`config.mk`:
```
export PLATFORM = sky130hd
export DESIGN_NAME = cpu_clock_ctrl
export DESIGN_NICKNAME = d
export VERILOG_FILES = /design/src/rtl/cpu_clock_ctrl.sv
export SDC_FILE = /design/constraint.sdc
export NUM_CORES = 1
export LEC_CHECK = 0
export BUFFER_PORTS_ARGS = -buffer_cell sky130_fd_sc_hd__buf_2
export CAP_MARGIN = 10
export CORE_ASPECT_RATIO = 0.8
export CORE_MARGIN = 2
export CORE_UTILIZATION = 55
export DETAILED_ROUTE_END_ITERATION = 10
export GPL_ROUTABILITY_DRIVEN = 1
export PLACE_DENSITY = 0.74
export SETUP_SLACK_MARGIN = 0.4
export SLEW_MARGIN = 5
export SYNTH_ARGS = -nofsm -noshare
export SYNTH_HDL_FRONTEND = slang
export SYNTH_SLANG_ARGS = --single-unit
```
`constraint.sdc`:
```
create_clock -name clk_in -period 3.65 [get_ports clk_in]
set_input_delay 0.73 -clock clk_in [delete_from_list [all_inputs] [get_ports clk_in]]
set_output_delay 0.73 -clock clk_in [all_outputs]
set_load 0.03 [all_outputs]
```
`src/rtl/cpu_clock_ctrl.sv`:
```
// rtl/cpu_clock_ctrl.sv - run/step/halt clock-enable controller between divider and CPU
module cpu_clock_ctrl #(
    parameter int DEBOUNCE_CYCLES = 1000000,
    parameter int CNT_W           = 32
) (
    input  logic             clk_in,
    input  logic             rst,
    input  logic             div_clk,
    input  logic             btn_run,
    input  logic             btn_step,
    input  logic             btn_halt,
    input  logic             sw_fast,
    output logic             choose,
    output logic             cpu_clk_en,
    output logic [1:0]       state,
    output logic [CNT_W-1:0] cycle_count
);

    // Counter only has to reach DEBOUNCE_CYCLES-1 before it clears.
    localparam int DB_W = (DEBOUNCE_CYCLES > 1) ? $clog2(DEBOUNCE_CYCLES) : 1;
    localparam logic [DB_W-1:0] DB_LAST = DB_W'(DEBOUNCE_CYCLES - 1);

    typedef enum logic [1:0] {
        S_HALT = 2'b00,
        S_RUN  = 2'b01,
        S_STEP = 2'b10
    } state_t;

    // Channel order: 0 run, 1 step, 2 halt, 3 speed switch.
    logic [3:0]      raw;
    logic [3:0]      sync1;
    logic [3:0]      sync2;
    logic [3:0]      db;
    logic [2:0]      db_d;
    logic [DB_W-1:0] db_cnt [4];

    logic            div_s1;
    logic            div_s2;
    logic            div_d;
    logic            tick;
    logic            tick_r;

    logic            run_p;
    logic            step_p;
    logic            halt_p;

    state_t          cur;
    state_t          nxt;
    logic            en_nxt;

    assign raw = {sw_fast, btn_halt, btn_step, btn_run};

    // Two-flop synchronizers for every asynchronous input.
    always_ff @(posedge clk_in or negedge rst) begin
        if (!rst) begin
            sync1  <= '0;
            sync2  <= '0;
            div_s1 <= 1'b0;
            div_s2 <= 1'b0;
        end else begin
            sync1  <= raw;
            sync2  <= sync1;
            div_s1 <= div_clk;
            div_s2 <= div_s1;
        end
    end

    // Per-channel debounce: a new level must persist DEBOUNCE_CYCLES cycles.
    always_ff @(posedge clk_in or negedge rst) begin
        if (!rst) begin
            db   <= '0;
            db_d <= '0;
            for (int i = 0; i < 4; i++) begin
                db_cnt[i] <= '0;
            end
        end else begin
            db_d <= db[2:0];
            for (int i = 0; i < 4; i++) begin
                if (sync2[i] == db[i]) begin
                    db_cnt[i] <= '0;
                end else if (db_cnt[i] == DB_LAST) begin
                    db[i]     <= ~db[i];
                    db_cnt[i] <= '0;
                end else begin
                    db_cnt[i] <= db_cnt[i] + DB_W'(1);
                end
            end
        end
    end

    // Press events fire once on the debounced rising edge; release is silent.
    assign run_p  = db[0] & ~db_d[0];
    assign step_p = db[1] & ~db_d[1];
    assign halt_p = db[2] & ~db_d[2];

    assign choose = db[3];

    // Rising edge of the synchronized divider clock, registered once more so
    // the enable lands on the cycle after edge k+3.
    assign tick = div_s2 & ~div_d;

    // Divider edge detector and tick pipeline stage.
    always_ff @(posedge clk_in or negedge rst) begin
        if (!rst) begin
            div_d  <= 1'b0;
            tick_r <= 1'b0;
        end else begin
            div_d  <= div_s2;
            tick_r <= tick;
        end
    end

    // Next-state and enable decision; halt beats run beats step beats tick.
    always_comb begin
        nxt    = cur;
        en_nxt = 1'b0;
        case (cur)
            S_HALT: begin
                if (halt_p) begin
                    nxt = S_HALT;
                end else if (run_p) begin
                    nxt = S_RUN;
                end else if (step_p) begin
                    nxt = S_STEP;
                end
            end
            S_RUN: begin
                if (halt_p) begin
                    nxt = S_HALT;
                end else if (tick_r) begin
                    en_nxt = 1'b1;
                end
            end
            S_STEP: begin
                if (halt_p) begin
                    nxt = S_HALT;
                end else if (run_p) begin
                    nxt = S_RUN;
                end else if (tick_r) begin
                    en_nxt = 1'b1;
                    nxt    = S_HALT;
                end
            end
            default: nxt = S_HALT;
        endcase
    end

    // State register, registered enable and executed-cycle counter.
    always_ff @(posedge clk_in or negedge rst) begin
        if (!rst) begin
            cur         <= S_HALT;
            cpu_clk_en  <= 1'b0;
            cycle_count <= '0;
        end else begin
            cur        <= nxt;
            cpu_clk_en <= en_nxt;
            if (en_nxt) begin
                cycle_count <= cycle_count + CNT_W'(1);
            end
        end
    end

    assign state = cur;

endmodule

```
==> reports/results.tsv, run 1 <==
stage	metric	value	unit
route	wl_per_cell	14.4	um
clocking	cts_buffers	17	
placed_design	dp_slack	1.60	ns
placed_design	post-dp-hpwl	7440	um
floorplanning	start_util	55.9	%
synth	yosysWarnings	0	
timing	setup-tns-final	0	ns
timing	slew_headroom	37.5	%
layout	syn_to_final_growth	15.2	%
setup_path	critPathCaptureType	register	
power	p_leak	3.26	nW
clocking	cts_tree	built	
setup_path	crit_chain	inv_1, ha_1, nand2_1, nand4b_2, nor4_2, nand4_1, xnor2_1	
global_route	track_usage	20.4	%
layout	final_area	0.00696	mm2
timing	setup-violations-final	0	
placed_design	dp.cells	748	
floorplanning	rows	34	
flow_run	max_cap_viol_count	0	
setup_path	arrival	2.39	ns
timing	worstMarginPinSlew	0.929	ns
synth	synth_top_cell_area_share	55.5	%
clocking	clock_latency	0.41	ns
global_route	antenna_found_initial	0	
floorplanning	die_w	121	um
synth	synthTopCellsByArea	dfrtp_1, xor2_1, xnor2_1	
synth	synthDistinctLibCells	35	
synth	syn-num-nets	589	
route	drc	0	
layout	drive_above_1_share	13.7	%
timing	fin_skew	0.00537	ns
timing	hold_viol	0	
synth	syn-cell-area	0.00604	mm2
placed_design	io_buffers	42	
timing	period_needed	2.10	ns
timing	post-route-period-util	57.4	%
synth	synth_edf_count	0	
synth	synth.most_common_cell	dfrtp_1	
global_route	grt_overflow	0	
global_route	grt_pass1_wl	19300	um
route	num_vias	4183	
synth	ys_ff_latch	134	
clocking	cts.repair.resized	0	
setup_path	path_max_fanout	6	
clocking	htreeDepth	4	
clocking	cts_hold_buffers	0	
synth	yosys-top-cells-count	dfrtp_1, nor2_1, xor2_1, nand3_1, xnor2_1	
global_route	grt_pass1_vias	4077	
placed_design	dpl-instance-area	0.00640	mm2
clocking	clk_path_buf_depth	2	
clocking	clk_pin_slew_worst_paths	0.05	ns
floorplanning	die_h	97.8	um
synth	synth-seq-area-share	55.5	%
setup_path	criticalPathCategory	register to register	
power	ir_drop	305	uV
global_route	grt_start_max_net_pins	60	
synth	synthFlopType	dfrtp_1	
synth	syn_inst	574	
synth	avgSynthCellArea	10.5	um2
layout	diodes	0	
synth	yosysTopAreaCell	dfrtp_1	
clocking	cts-root-buf	clkbuf_16	
setup_path	cp_slowest_cell	nor4_2	
route	postRouteWirelength	11200	um
layout	fin_cells	778	
floorplanning	die_area	0.0118	mm2
route	antenna_left	0	
setup_path	cp.required	3.94	ns
timing	final.setup.worst_slack	1.55	ns
timing	rsz0062_at_grt	no	
route	drt_iter0_drc	267	
power	power_density	462	mW/mm2
layout	fin_nets	638	
route	first_pass_iters	5	
synth	async_reset_ff_share	100	%
clocking	clock_sinks	134	
layout	fillers	868	
floorplanning	coreArea	0.0108	mm2
placed_design	gp_congestion	0.794	
floorplanning	num_io_pins	43	
clocking	cts_setup_buffers	0	
setup_path	path_buf_inv	1	
route	vias_per_cell	5.38	
run_status	run_status	complete, no violations	
timing	drv_slew	0	
setup_path	start_kind	register	
setup_path	path_delay_family	simple AND/OR/NAND/NOR gates	
setup_path	critPathMaxStageDelay	0.57	ns
timing	fmax	477	MHz
hold_path	hold_path.class	input pin to async pin	
[state kept, by name, indices dropped and copies added (netlist names)]
| register | cells |
|---|---|
| state | 2 |
| db_cnt | 80 |
| db_d | 3 |
| cpu_clk_en | 1 |
| tick_r | 1 |
| sync2 | 4 |
| cycle_count | 32 |
| div_d | 1 |
| div_s2 | 1 |
| sync1 | 4 |
| div_s1 | 1 |
| db | 4 |
[cells in the final DEF (no fill, tap or decap), drive strengths merged, types with 8 or more instances in the layout]
master	instances
xnor2	48
nand4	20
and3	24
and4	8
dfrtp	134
xor2	59
ha	8
nand3	49
nor3	10
clkbuf	27
nor2	104
nor4	10
nand2	39
buf	44
inv	10
[metal layers]
layer | track usage, % | vias to the layer above | routed length (um)
met3 | 5.67 | 11 | 434
met5 | 0 | - | 0
met2 | 30.4 | 71 | 5050
met4 | 6.98 | 0 | 105
li1 | - | 2027 | -
met1 | 29.0 | 2074 | 5620
[cells by family after synthesis]
group,count (synthesis),share of synthesized area [%]
xor gates and xnor gates,107,15.5
muxes,6,1.12
DFF,134,55.5
AOI/OAI and AO/OA,6,0.559
buffers and inverters,24,1.72
and+or+nand+nor,289,24.0
adders and majority gates,8,1.66
[metrics by stage]
stage,util (%),power (mW),hold slack (ns)
2_1_floorplan,-,1.58,0.331
3_3_place_gp,59.2,1.62,0.334
3_5_place_dp,59.2,1.62,0.335
4_1_cts,64.4,3.24,0.347
5_1_grt,64.4,3.33,0.353
6_report,64.4,3.22,0.326
[report_power, final]
| group | internal (mW) | switching, mW | leakage [nW] |
|---|---|---|---|
| clock network | 1.04 | 0.589 | 0.279 |
| logic | 0.0194 | 0.0541 | 1.15 |
| registers | 1.50 | 0.0148 | 1.84 |
[worst paths after layout]
| path | slack (ns) | cells past startpoint | end | from |
|---|---|---|---|---|
| max in group asynchronous | 2.50 | 2 | cycle_count[28] | rst |
| min in group clk_in | 0.35 | 0 | sync2[0] | sync1[0] |
| setup reg to reg | 1.55 | 7 | cycle_count[22] | state[0] |
| hold reg to reg | 0.35 | 0 | sync2[0] | sync1[0] |
| setup / recovery | 1.55 | 7 | cycle_count[22] | state[0] |
| hold / removal | 0.33 | 1 | db_cnt[7] | rst |
[layout make-up]
| class | instances | area (um2) | share of cell area (%) |
|---|---|---|---|
| multi-input cells | 416 | 2590 | 37.2 |
| clock buffers | 27 | 523 | 7.51 |
| clock inverters | 3 | 40.0 | 0.575 |
| flip-flops and latches | 134 | 3350 | 48.2 |
| inverters | 10 | 37.5 | 0.539 |
| well taps | 144 | 180 | 2.59 |
| repair buffers | 44 | 240 | 3.45 |
Power figures use the tool's default switching activity.
==> inputs of run 2 (changes only) <==
clock period = 2.11 ns   (was 3.65 ns; I/O delays follow)
==> run 2 against run 1 <==
Design area rose by 10%. Register-to-register slack got worse by 1.4 ns. Critical path depth did not move. Fmax rose by 8.2%. Hold slack got worse by 0.21 ns. Cell count rose by 5.1%. Routed wire length rose by 15%. Count of clock-buffer cells in the layout fell by 7. Sequential share of layout area fell by 4.3 points. Critical path type unchanged.
==> reports/results.tsv, run 2 (synthesis gave the netlist of run 1 again) <==
stage	metric	value	unit	change
hold_path	hold_path.class	input pin to register		
global_route	grt_overflow	0		unchanged
timing	setup-violations-final	0		unchanged
layout	diodes	0		unchanged
layout	layout_commonest_cell	dfrtp_1		
setup_path	path_buf_inv	1		unchanged
setup_path	path_delay_family	simple AND/OR/NAND/NOR gates		
setup_path	critical_path_cell_count	7		unchanged
route	num_vias	4506		+7.7%
layout	top_register	db_cnt		
route	drc	0		unchanged
timing	final.setup.worst_slack	0.172	ns	-1.38 ns
floorplanning	die_area	0.0118	mm2	unchanged
setup_path	r2r_start	state[1]		
setup_path	start_kind	register		
timing	fin_skew	0.0108	ns	+0.00544 ns
setup_path	cp.required	2.45	ns	-1.49 ns
placed_design	dp_slack	0.210	ns	-1.39 ns
timing	slew_headroom	64.9	%	+27 points
setup_path	path_max_fanout	6		unchanged
run_status	run_status	complete, no violations		
clocking	clk_pin_slew_worst_paths	0.06	ns	about the same
timing	fmax	516	MHz	+8.2%
floorplanning	start_util	55.9	%	unchanged
timing	hold_viol	0		unchanged
layout	final_cell_mix	dfrtp_1, nor2_1, xor2_1		
setup_path	crit_path_end	cycle_count[29]		
timing	setup-tns-final	0	ns	unchanged
route	first_pass_iters	5		unchanged
setup_path	cp_slowest_cell	or4_4		
power	totalPowerFinal	6.19	mW	+92%
global_route	grt_start_max_net_pins	53		-12%
setup_path	criticalPathCategory	register to register		
floorplanning	rows	34		unchanged
floorplanning	die_h	97.8	um	unchanged
placed_design	dp.cells	757		+1.2%
timing	post-route-period-util	91.8	%	+34 points
floorplanning	die_w	121	um	unchanged
placed_design	io_buffers	42		unchanged
flow_run	max_cap_viol_count	0		unchanged
clocking	clk_path_buf_depth	2		unchanged
layout	fin_cells	818		+5.1%
timing	fin_hold_ws	0.111	ns	-0.215 ns
global_route	gr-usage-met2	35.8	%	+5.4 points
floorplanning	num_io_pins	43		unchanged
clocking	clock_sinks	134		unchanged
clocking	cts_buffers	17		unchanged
timing	period_needed	1.94	ns	-0.159 ns
layout	syn_to_final_growth	26.8	%	
setup_path	r2r_cells	7		unchanged
setup_path	r2r-end	cycle_count[29]		
route	postRouteWirelength	12900	um	+15%
global_route	grt_pass1_vias	4438		+8.9%
layout	fin_nets	676		+6.0%
power	ir_drop	552	uV	+81%
clocking	htreeDepth	4		unchanged
layout	top_regs	db_cnt (80), cycle_count (32)		
global_route	top_usage_layer	met2		
route	antenna_left	0		unchanged
clocking	cts-root-buf	clkbuf_16		
power	power_density	808	mW/mm2	+75%
layout	finalCoreUtilization	70.9	%	+6.5 points
layout	largest_reg_flops	80		unchanged
setup_path	arrival	2.28	ns	-0.11 ns
placed_design	dpl-instance-area	0.00653	mm2	+2.0%
setup_path	critPathMaxStageDelay	0.55	ns	-0.02 ns
floorplanning	coreArea	0.0108	mm2	unchanged
global_route	use_met3	5.67	%	unchanged
timing	worstMarginPinSlew	0.522	ns	-0.406 ns
timing	drv_slew	0		unchanged
route	drt_iter0_drc	360		+35%
timing	rsz0062_at_grt	yes		
global_route	antenna_found_initial	0		unchanged
route	vias_per_cell	5.51		+2.5%
placed_design	gp_congestion	0.820		+3.4%
global_route	track_usage	22.2	%	+1.9 points
setup_path	cp-startpoint	state[1]		
route	wl_per_cell	15.7	um	+9.2%
global_route	met1_usage	29.7	%	+0.71 points
placed_design	post-dp-hpwl	7640	um	+2.8%
setup_path	r2r_slack	0.17	ns	-1.38 ns
power	p_leak	3.58	nW	+9.8%
setup_path	critPathCaptureType	register		
clocking	clock_latency	0.41	ns	about the same
setup_path	crit_chain	inv_4, ha_4, nand2_2, nand4b_4, or4_4, nor3b_2, xor2_1		
layout	final_area	0.00766	mm2	+10%
clocking	cts_tree	built		
layout	drive_above_1_share	26.3	%	+13 points
global_route	grt_pass1_wl	20800	um	+7.9%
run 2: how the worst min path moves through the flow:
stage / from / to / cells after the start
4_1_cts: sw_fast / sync1[3] / 1
6_report: sw_fast / sync1[3] / 1
2_1_floorplan: rst / cpu_clk_en / 0
3_5_place_dp: sync1[1] / sync2[1] / 0
3_3_place_gp: sync1[1] / sync2[1] / 0
5_1_grt: sw_fast / sync1[3] / 1
run 2: metal layers:
metal	routed length, um	share of wire (%)
met5	0	0
met4	206	1.6
met3	541	4.2
met2	6410	50
met1	5710	44
run 2: final cells by class:
type                    instances  area [um2]
clock inverters                12         224
well taps                     144         180
repair buffers                 77         539
inverters                      10        40.0
clock buffers                  20         457
multi-input cells             421        2860
fillers                       747        3140
flip-flops and latches        134        3360
run 2: report_power, final:
group / total [mW] / internal (mW) / switching, mW
sequential: 2.63 / 2.60 / 0.0274
combinational: 0.187 / 0.0727 / 0.114
clock: 3.37 / 2.28 / 1.09
total: 6.19 / 4.95 / 1.24
run 2: worst reg2reg max path: stages, from the launching register on:
cell and delay, ns:
dfrtp_2 0.40, inv_4 0.06, ha_4 0.27, nand2_2 0.05, nand4b_4 0.18, or4_4 0.56
nor3b_2 0.20, xor2_1 0.16
run 2: timing repair:
action                                  4_1_cts  5_1_grt
setup buffers                                 5       17
gates cloned                                  4        2
pin swaps                                     9       11
hold endpoints to repair                     23        0
hold buffers                                  1        0
endpoints found under the setup margin      103      112
gates resized for setup                      21       36
